--- src/rtl/memory_controller_pkg.sv ---
// Shared widths, op encodings and controller state encoding.
// No logic; types and constants only.
// Imported by every memory-controller file and by the bench.
package memory_controller_pkg;

  localparam int XLEN           = 32;
  localparam int INST_OP_WIDTH  = 4;
  localparam int ROB_SIZE_WIDTH = 4;

  // First IO-mapped address; IO stores honour io_buffer_full per byte.
  localparam logic [XLEN-1:0] MC_IO_ADDR = 32'h0003_0000;

  localparam logic [INST_OP_WIDTH-1:0] OP_LB  = 4'd0;
  localparam logic [INST_OP_WIDTH-1:0] OP_LH  = 4'd1;
  localparam logic [INST_OP_WIDTH-1:0] OP_LW  = 4'd2;
  localparam logic [INST_OP_WIDTH-1:0] OP_LBU = 4'd3;
  localparam logic [INST_OP_WIDTH-1:0] OP_LHU = 4'd4;
  localparam logic [INST_OP_WIDTH-1:0] OP_SB  = 4'd5;
  localparam logic [INST_OP_WIDTH-1:0] OP_SH  = 4'd6;
  localparam logic [INST_OP_WIDTH-1:0] OP_SW  = 4'd7;

  typedef enum logic [1:0] {
    MC_IDLE  = 2'd0,
    MC_LOAD  = 2'd1,
    MC_STORE = 2'd2,
    MC_FETCH = 2'd3
  } mc_state_t;

  // Number of bus bytes an access of this op occupies.
  function automatic logic [2:0] op_bytes(input logic [INST_OP_WIDTH-1:0] op);
    case (op)
      OP_LB, OP_LBU, OP_SB: op_bytes = 3'd1;
      OP_LH, OP_LHU, OP_SH: op_bytes = 3'd2;
      default:              op_bytes = 3'd4;
    endcase
  endfunction

endpackage

--- src/rtl/mc_load_extend.sv ---
// Sign/zero extension of an assembled little-endian load word by op.
// Latency: combinational.
// Backpressure: none, pure function of its inputs.
module mc_load_extend
  import memory_controller_pkg::*;
(
  input  logic [XLEN-1:0]          raw,
  input  logic [INST_OP_WIDTH-1:0] op,
  output logic [XLEN-1:0]          ext
);

  // Only the low bytes that were actually fetched are meaningful for B/H ops.
  always_comb begin
    ext = raw;
    case (op)
      OP_LB:   ext = {{(XLEN-8){raw[7]}}, raw[7:0]};
      OP_LBU:  ext = {{(XLEN-8){1'b0}}, raw[7:0]};
      OP_LH:   ext = {{(XLEN-16){raw[15]}}, raw[15:0]};
      OP_LHU:  ext = {{(XLEN-16){1'b0}}, raw[15:0]};
      default: ext = raw;
    endcase
  end

endmodule

--- src/rtl/memory_controller.sv ---
// Serialises loads, committed stores and fetches onto a byte-wide RAM/IO bus.
// Latency: issue T, bytes on bus T+1..T+n, load/fetch result pulses at T+n+2.
// Backpressure: mem_busy blocks new load/store; IO stores stall on io_buffer_full.
module memory_controller
  import memory_controller_pkg::*;
#(
  parameter logic [XLEN-1:0] IO_ADDR = MC_IO_ADDR
) (
  input  logic                      clk,
  input  logic                      rst,
  input  logic                      rdy,
  input  logic                      flush,
  input  logic                      io_buffer_full,
  input  logic                      lsb_mem_enable,
  input  logic [INST_OP_WIDTH-1:0]  lsb_mem_op,
  input  logic [XLEN-1:0]           lsb_mem_addr,
  input  logic [ROB_SIZE_WIDTH-1:0] lsb_mem_id,
  input  logic                      rob_mem_enable,
  input  logic [INST_OP_WIDTH-1:0]  rob_mem_op,
  input  logic [XLEN-1:0]           rob_mem_addr,
  input  logic [XLEN-1:0]           rob_mem_data,
  input  logic                      if_enable,
  input  logic [XLEN-1:0]           if_addr,
  input  logic [7:0]                mem_din,
  output logic                      mem_busy,
  output logic                      mem_data_ready,
  output logic [XLEN-1:0]           mem_data,
  output logic [ROB_SIZE_WIDTH-1:0] mem_id,
  output logic                      mc_inst_ready,
  output logic [XLEN-1:0]           mc_inst,
  output logic [7:0]                mem_dout,
  output logic [XLEN-1:0]           mem_a,
  output logic                      mem_wr
);

  mc_state_t state, state_nxt;

  // Pending slots
  logic                      ld_pend, st_pend;
  logic [INST_OP_WIDTH-1:0]  ld_op, st_op;
  logic [XLEN-1:0]           ld_addr, st_addr, st_data;
  logic [ROB_SIZE_WIDTH-1:0] ld_id;

  // Working registers of the access on the bus
  logic [XLEN-1:0]           w_addr, w_data;
  logic [INST_OP_WIDTH-1:0]  w_op;
  logic [ROB_SIZE_WIDTH-1:0] w_id;
  logic [2:0]                w_len, cnt;
  logic [3:0][7:0]           byte_buf, raw_bytes;
  logic [1:0]                lane;
  logic [XLEN-1:0]           byte_addr, ext_word;
  logic                      ready_q, inst_ready_q;

  logic issue_st, issue_ld, issue_if, finish_rd, io_stall, reading;

  assign io_stall  = (w_addr >= IO_ADDR) && io_buffer_full;
  assign byte_addr = w_addr + {{(XLEN-3){1'b0}}, cnt};
  assign lane      = 2'(cnt - 3'd1);
  assign reading   = (state == MC_LOAD) || (state == MC_FETCH);

  assign mem_busy = (state != MC_IDLE) | ld_pend | st_pend | lsb_mem_enable | rob_mem_enable;

  // A registered result must never surface during a flush or while frozen.
  assign mem_data_ready = ready_q & rdy & ~flush;
  assign mc_inst_ready  = inst_ready_q & rdy & ~flush;

  // Byte lane cnt-1 arrives on mem_din this cycle; merge it with earlier lanes.
  always_comb begin
    raw_bytes       = byte_buf;
    raw_bytes[lane] = mem_din;
  end

  mc_load_extend u_extend (
    .raw (raw_bytes),
    .op  (w_op),
    .ext (ext_word)
  );

  // Next-state and issue decision; store slot beats load slot beats fetch.
  always_comb begin
    state_nxt = state;
    issue_st  = 1'b0;
    issue_ld  = 1'b0;
    issue_if  = 1'b0;
    finish_rd = 1'b0;
    case (state)
      MC_IDLE: begin
        if (st_pend) begin
          issue_st  = 1'b1;
          state_nxt = MC_STORE;
        end else if (ld_pend && !flush) begin
          issue_ld  = 1'b1;
          state_nxt = MC_LOAD;
        end else if (if_enable && !flush) begin
          issue_if  = 1'b1;
          state_nxt = MC_FETCH;
        end
      end
      MC_LOAD, MC_FETCH: begin
        if (flush) begin
          state_nxt = MC_IDLE;
        end else if (cnt == w_len) begin
          finish_rd = 1'b1;
          state_nxt = MC_IDLE;
        end
      end
      MC_STORE: begin
        if (!io_stall && cnt == w_len - 3'd1) state_nxt = MC_IDLE;
      end
      default: state_nxt = MC_IDLE;
    endcase
  end

  // Bus drive: addresses while bytes are outstanding, write strobe only when allowed.
  always_comb begin
    mem_a    = '0;
    mem_wr   = 1'b0;
    mem_dout = 8'h00;
    if (reading && cnt < w_len) begin
      mem_a = byte_addr;
    end else if (state == MC_STORE) begin
      mem_a = byte_addr;
      if (!io_stall && rdy) begin
        mem_wr   = 1'b1;
        mem_dout = w_data[{cnt[1:0], 3'b000} +: 8];
      end
    end
  end

  // State register
  always_ff @(posedge clk) begin
    if (rst)      state <= MC_IDLE;
    else if (rdy) state <= state_nxt;
  end

  // Slots, working registers, byte capture and registered results.
  always_ff @(posedge clk) begin
    if (rst) begin
      ld_pend <= 1'b0; ld_op <= '0; ld_addr <= '0; ld_id <= '0;
      st_pend <= 1'b0; st_op <= '0; st_addr <= '0; st_data <= '0;
      w_addr <= '0; w_data <= '0; w_op <= '0; w_id <= '0; w_len <= '0; cnt <= '0;
      byte_buf <= '0;
      ready_q <= 1'b0; inst_ready_q <= 1'b0;
      mem_data <= '0; mem_id <= '0; mc_inst <= '0;
    end else if (rdy) begin
      ready_q      <= finish_rd && (state == MC_LOAD);
      inst_ready_q <= finish_rd && (state == MC_FETCH);

      if (flush) begin
        ld_pend <= 1'b0;
      end else if (lsb_mem_enable) begin
        ld_pend <= 1'b1; ld_op <= lsb_mem_op; ld_addr <= lsb_mem_addr; ld_id <= lsb_mem_id;
      end else if (issue_ld) begin
        ld_pend <= 1'b0;
      end

      if (rob_mem_enable) begin
        st_pend <= 1'b1; st_op <= rob_mem_op; st_addr <= rob_mem_addr; st_data <= rob_mem_data;
      end else if (issue_st) begin
        st_pend <= 1'b0;
      end

      if (issue_st) begin
        w_addr <= st_addr; w_data <= st_data; w_op <= st_op;
        w_len <= op_bytes(st_op); cnt <= 3'd0;
      end else if (issue_ld) begin
        w_addr <= ld_addr; w_op <= ld_op; w_id <= ld_id;
        w_len <= op_bytes(ld_op); cnt <= 3'd0;
      end else if (issue_if) begin
        w_addr <= if_addr; w_op <= OP_LW; w_len <= 3'd4; cnt <= 3'd0;
      end else if (reading && !flush) begin
        if (cnt != 3'd0) byte_buf[lane] <= mem_din;
        if (!finish_rd) cnt <= cnt + 3'd1;
      end else if (state == MC_STORE && !io_stall) begin
        cnt <= cnt + 3'd1;
      end

      if (finish_rd && state == MC_LOAD) begin
        mem_data <= ext_word;
        mem_id   <= w_id;
      end
      if (finish_rd && state == MC_FETCH) mc_inst <= raw_bytes;
    end
  end

endmodule

--- config.mk ---
export PLATFORM = sky130hd
export DESIGN_NAME = memory_controller
export DESIGN_NICKNAME = d
export VERILOG_FILES = /design/src/rtl/memory_controller_pkg.sv /design/src/rtl/mc_load_extend.sv /design/src/rtl/memory_controller.sv
export SDC_FILE = /design/constraint.sdc
export NUM_CORES = 1
export LEC_CHECK = 0
export CAP_MARGIN = 20
export CORE_UTILIZATION = 45
export CTS_BUF_LIST = sky130_fd_sc_hd__clkbuf_16
export CTS_CLUSTER_SIZE = 10
export DETAILED_ROUTE_END_ITERATION = 12
export PLACE_DENSITY_LB_ADDON = 0.1
export RECOVER_POWER = 25
export SLEW_MARGIN = 5
export SYNTH_ARGS = -nofsm -noshare
export SYNTH_HDL_FRONTEND = slang
export SYNTH_HIERARCHICAL = 1
export SYNTH_SLANG_ARGS = --single-unit
--- constraint.sdc ---
create_clock -name clk -period 6.19 [get_ports clk]
set_input_delay 0.9285 -clock clk [delete_from_list [all_inputs] [get_ports clk]]
set_output_delay 0.9285 -clock clk [all_outputs]
set_load 0.005 [all_outputs]
## Word-level counts from Yosys, hierarchy flattened

Index checks and enable logic that the tools add are counted.
Widths: inputs -> output; s select.

- $add $sub $neg: 4
- Multiply operators: 0
- Divide/modulo/power cells: 0
- $lt $le $gt $ge: 4
- Eq/ne operators: 22
- Shifts and indexed selects: 1
- Muxes and demuxes: 53
- Bitwise operators: 12
- Reduce and logical (&&, ||, !) cells: 41

Operators by type and width:

| cell | count |
|---|---|
| $mux 32 | 5 |
| $pmux 32 s4 | 1 |
| $add 32x3->32 | 1 |
| $bwmux 32 | 1 |
| $ge 32x18->1 const B | 1 |
| $mux 8 | 4 |
| $shiftx 32x6->8 | 1 |
| $eq 4x3->1 const B | 7 |
| $mux 3 | 9 |
| $mux 1 | 20 |
| $demux 8 s2 | 1 |
| $reduce_and 2->1 | 7 |
| $eq 4x1->1 const B | 3 |
| $eq 4x2->1 const B | 3 |
| $logic_not 4->1 | 3 |
| $mux 2 | 6 |
| $mux 4 | 3 |
| $pmux 3 s2 | 2 |
| $reduce_or 3->1 | 4 |
| $logic_and 1x1->1 | 11 |
| $reduce_and 3->1 | 3 |
| $reduce_bool 3->1 | 3 |
| $eq 3x3->1 | 2 |
| $pmux 2 s3 | 1 |
| 23 further kinds | 35 |

- Flip-flop bits (word level): 292
- Bits in latches: 0
- Memory bits (writable): 0
- Bits in read-only memories: 0
- Bits of input ports: 156
- Output and inout bits: 112
- Memories: 0

## Logic depth before layout (Yosys ltp)

- Word-level depth: 9
- Gate-level depth with buffers: 12
- Gate-level depth less buffers: 9

## By module

The synthesis kept the hierarchy.

By module, submodules not included:

| module | instances | cells each | area an instance (um^2) |
|---|---|---|---|
| memory_controller | 1 | 1594 | 12514.5 |
| mc_load_extend | 1 | 44 | 369.1 |

## Worst setup path before layout

OpenSTA, ideal clock, no wires.

- Kind: register to output
- From: register cnt[0]
- To: output mem_a[26]
- Data arrival time: 1.961 ns
- Required time: 5.261 ns
- Slack: 3.301 ns
- Stages on the path, launching flop included: 9
- Buffers on the path: 1
- Cell sequence: dfxtp_1 > ha_1 > fa_1 > a21o_1 > or4b_4 > buf_6 > nor4_2 > xnor2_1 > nor2_1

- Longest elaborated chain between the ends: 3

RTL lines:

| what | RTL line | text |
|---|---|---|
| start: declaration | memory_controller.sv:48 | `logic [2:0] w_len, cnt;` |
| start signal: assignment | memory_controller.sv:173 | `if (!finish_rd) cnt <= cnt + 3'd1;` |
| start signal: assignment | memory_controller.sv:175 | `cnt <= cnt + 3'd1;` |
| $add 32x3->32 / $lt 3x3->1 (equally long branches) | memory_controller.sv:57, memory_controller.sv:119 |  |
| $mux 32 / $logic_and 1x1->1 (equally long branches) | memory_controller.sv:121, memory_controller.sv:119 |  |
| $mux 32 (*) | memory_controller.sv:119 | `if (reading && cnt < w_len) begin` |
| end: declaration | memory_controller.sv:32 | `output logic [XLEN-1:0] mem_a,` |

Mark *: on every way between the ends. The rest lies on a longest branch, timed or not.

## Worst setup path in the final report

- From: register cnt[0]
- To: output mem_a[20]

Same word-level chain as after synthesis.

==> results by group <==
Outcome
  • Status: completed

Global routing
  • Grt ovf: 0
  • Initial antenna violation count: 5
  • M1 GR Usage: 33.9%
  • Met3 Track Usage GR: 4.72%
  • Largest net degree at the start of global routing: 145
  • Vias in the first global route: 10709
  • Global-route wire length before repair: 57200 um
  • Gr usage total: 24.9%
  • GR Util met2: 39.0%
  • Layer with the highest usage: met2

Final layout
  • Final instance area: 0.0166 mm2
  • Commonest non-fill, non-tap cells in the layout: nand2_1, dfxtp_1, a21oi_1
  • Commonest non-fill, non-tap cell in the layout: nand2_1
  • Layout cells sized above 1: 5.56%
  • Post-layout nets: 1996
  • # fillers: 2602
  • Synth-to-Final Area Change: 29.1%

Worst setup path
  • Critical path cell sequence: ha_1, fa_1, a21o_1, or4b_4, or3_1, a21oi_1, clkdlybuf4s50_1
  • Cell family with most CP delay: simple AND/OR/NAND/NOR gates
  • Critical path buffers and inverters: 1
  • Crit path DAT: 3.63 ns
  • Critical path class: reg2out
  • Crit. End Element: output pin
  • Startpoint types: register
  • Critical path peak fanout: 13
  • Worst Path Required: 5.26 ns
  • CP max-delay cell: dfxtp_1
  • CP peak stage delay: 0.78 ns

Timing
  • Worst Max-Slew Pin Slew: 1.40 ns
  • Skew final: 0.0132 ns
  • Maximum achievable frequency: 219 MHz
  • Hold WS: 0.448 ns
  • Fin crit period: 4.56 ns
  • Final Hold Viols: 0
  • Fin crit share: 73.6%
  • Final Setup Violations: 0
  • RSZ-0062 raised after global routing: false
  • Slew Limit Headroom: 6.71%
  • Final count of pins violating max slew: 0
  • Post-Route Setup TNS: 0 ns

CTS
  • TritonCTS clock tree: built
  • Clock transition time at the flip-flop clock pins of the worst setup and hold paths: 0.05 ns
  • H-tree levels: 2
  • CTS resizes: 0
  • Longest Clk Path Bufs: 3
  • Root Driver: clkbuf_16
  • CTS Buf Count: 35
  • Post-CTS Hold Fix Bufs: 0
  • Setup Fix Bufs, Post-CTS: 0
  • Worst skew pair latency: 0.51 ns
  • Clock sinks: 292

Place
  • Port Buf Inserts: 267
  • Placed cell area: 0.0156 mm2
  • Routability Congestion: 0.877
  • DP HPWL: 24600 um

Route
  • DRT Pass-1 Iters: 5
  • Routed wire per std cell: 16.7 um
  • Via density: 5.31
  • DR DRC count: 0
  • Initial DRC Count: 1022
  • Via count: 11766
  • Routed WL: 37000 um
  • Antenna Nets Post-Route: 0

Worst hold path
  • Hold/Removal Path Class: reg2reg

Logic synthesis
  • Post-synth top area cell: dfxtp_1
  • Post-synth EDFFs: 0
  • Yosys top cell area share: 45.4%
  • Avg Inst Size Synth: 7.87 um2
  • Seq/Total Area, Yosys: 45.4%
  • Synthesized flop and latch total: 292
  • Distinct cell type count after synthesis: 55
  • Warnings from Yosys: 6
  • Post-Synthesis Net Count: 1807
  • Async SR Flop Fraction: 0%
  • Post-synth top flop: dfxtp_1
  • Cells after synthesis: 1638
  • Largest cells by area after synthesis: dfxtp_1, nand2_1, a21oi_1
  • Synthesized area: 0.0129 mm2

Floorplanning
  • Die extent in y: 171 um
  • Die area: 0.0293 mm2
  • Initial Util: 46.0%
  • Row count: 61
  • Core area: 0.0280 mm2
  • Die X: 171 um
  • I/O pins: 268

Pwr
  • Peak supply drop: 169 uV
  • PwrDens: 256 mW/mm2
  • Lkg Pwr: 6.34 nW

Job
  • Max-Cap Viols: 0
-- cell type report --
class	instances	area [um2]	share of cell area, %
clock buffers	37	926	5.57
repair buffers	284	2830	17.0
inverters	54	203	1.22
well taps	378	473	2.84
diodes	5	12.5	0.0752
flip-flops and latches	292	5850	35.2
clock inverters	7	26.3	0.158
multi-input cells	1160	6310	38.0
-- metal layers --
layer | share of wire [%] | vias to the layer above
li1 | - | 5869
met1 | 45 | 5440
met3 | 6.4 | 67
met4 | 2.6 | 4
met5 | 0.073 | -
met2 | 46 | 386
-- worst paths after layout --
check,from,to,slack (ns),cells after the start
max,cnt[0],mem_a[20],1.63,7
min,st_data[9],w_data[9],0.45,2
max reg2reg,cnt[1],mem_data[23],2.73,8
min reg2reg,st_data[9],w_data[9],0.45,2
-- cells by family after synthesis --
kind of cell    share of synthesized area (%)
mux                                      4.27
fa+ha+maj                                1.32
compound gates                           18.5
simple gates                             22.4
buf+inv                                  5.95
flops                                    45.4
xor+xnor                                 2.18
-- flip-flops by register name, summed over array words and instances (netlist names), 32 cells and up --
signal	cells
st_addr	32
byte_buf	32
mem_data	32
st_data	32
w_addr	32
w_data	32
mc_inst	32
ld_addr	32
-- worst register-to-register path: stages (launching register included) --
cell       delay (ns)
dfxtp_1          0.89
ha_1             0.67
mux2i_1          0.23
inv_1            0.13
nand2_2          0.08
a2111oi_4        1.01
a21o_2           0.20
nand2_1          0.05
a21oi_1          0.12
-- cell usage after synthesis (3+ instances only) --
library cell,number
a21oi_1,198
a31oi_1,33
a211oi_1,68
nor3_1,11
nand3_1,16
nor4_1,5
xor2_1,12
ha_1,12
a221oi_1,4
xnor2_1,20
buf_1,6
a22o_1,32
buf_2,19
mux2i_1,37
or3_1,11
a21o_2,16
or2_2,3
o21ai_0,9
nor2_1,144
dfxtp_1,292
mux4_2,8
nand2b_1,3
clkbuf_1,97
buf_4,8
nor4_2,5
nand2_1,447
inv_1,54
and2_1,7
nor2b_1,10
a21o_1,10
nand4_1,11
-- report_power, final --
part	switching (mW)	internal [mW]	total, mW
sequential	0.0590	1.94	1.99
clock	0.735	1.05	1.79
combinational	0.261	0.224	0.484
total	1.05	3.21	4.26
-- through the flow --
step	utilization, %	power (mW)	worst slack, ns	cells
after floorplan	-	2.30	3.30	1638
after global placement	55.8	2.51	2.18	2165
after detailed placement	55.8	2.52	2.12	2166
after CTS	59.2	4.30	1.59	2210
after global routing	59.3	4.43	1.42	2213
final	59.4	4.26	1.63	2217
No activity file was read; power rests on OpenSTA's default activity.
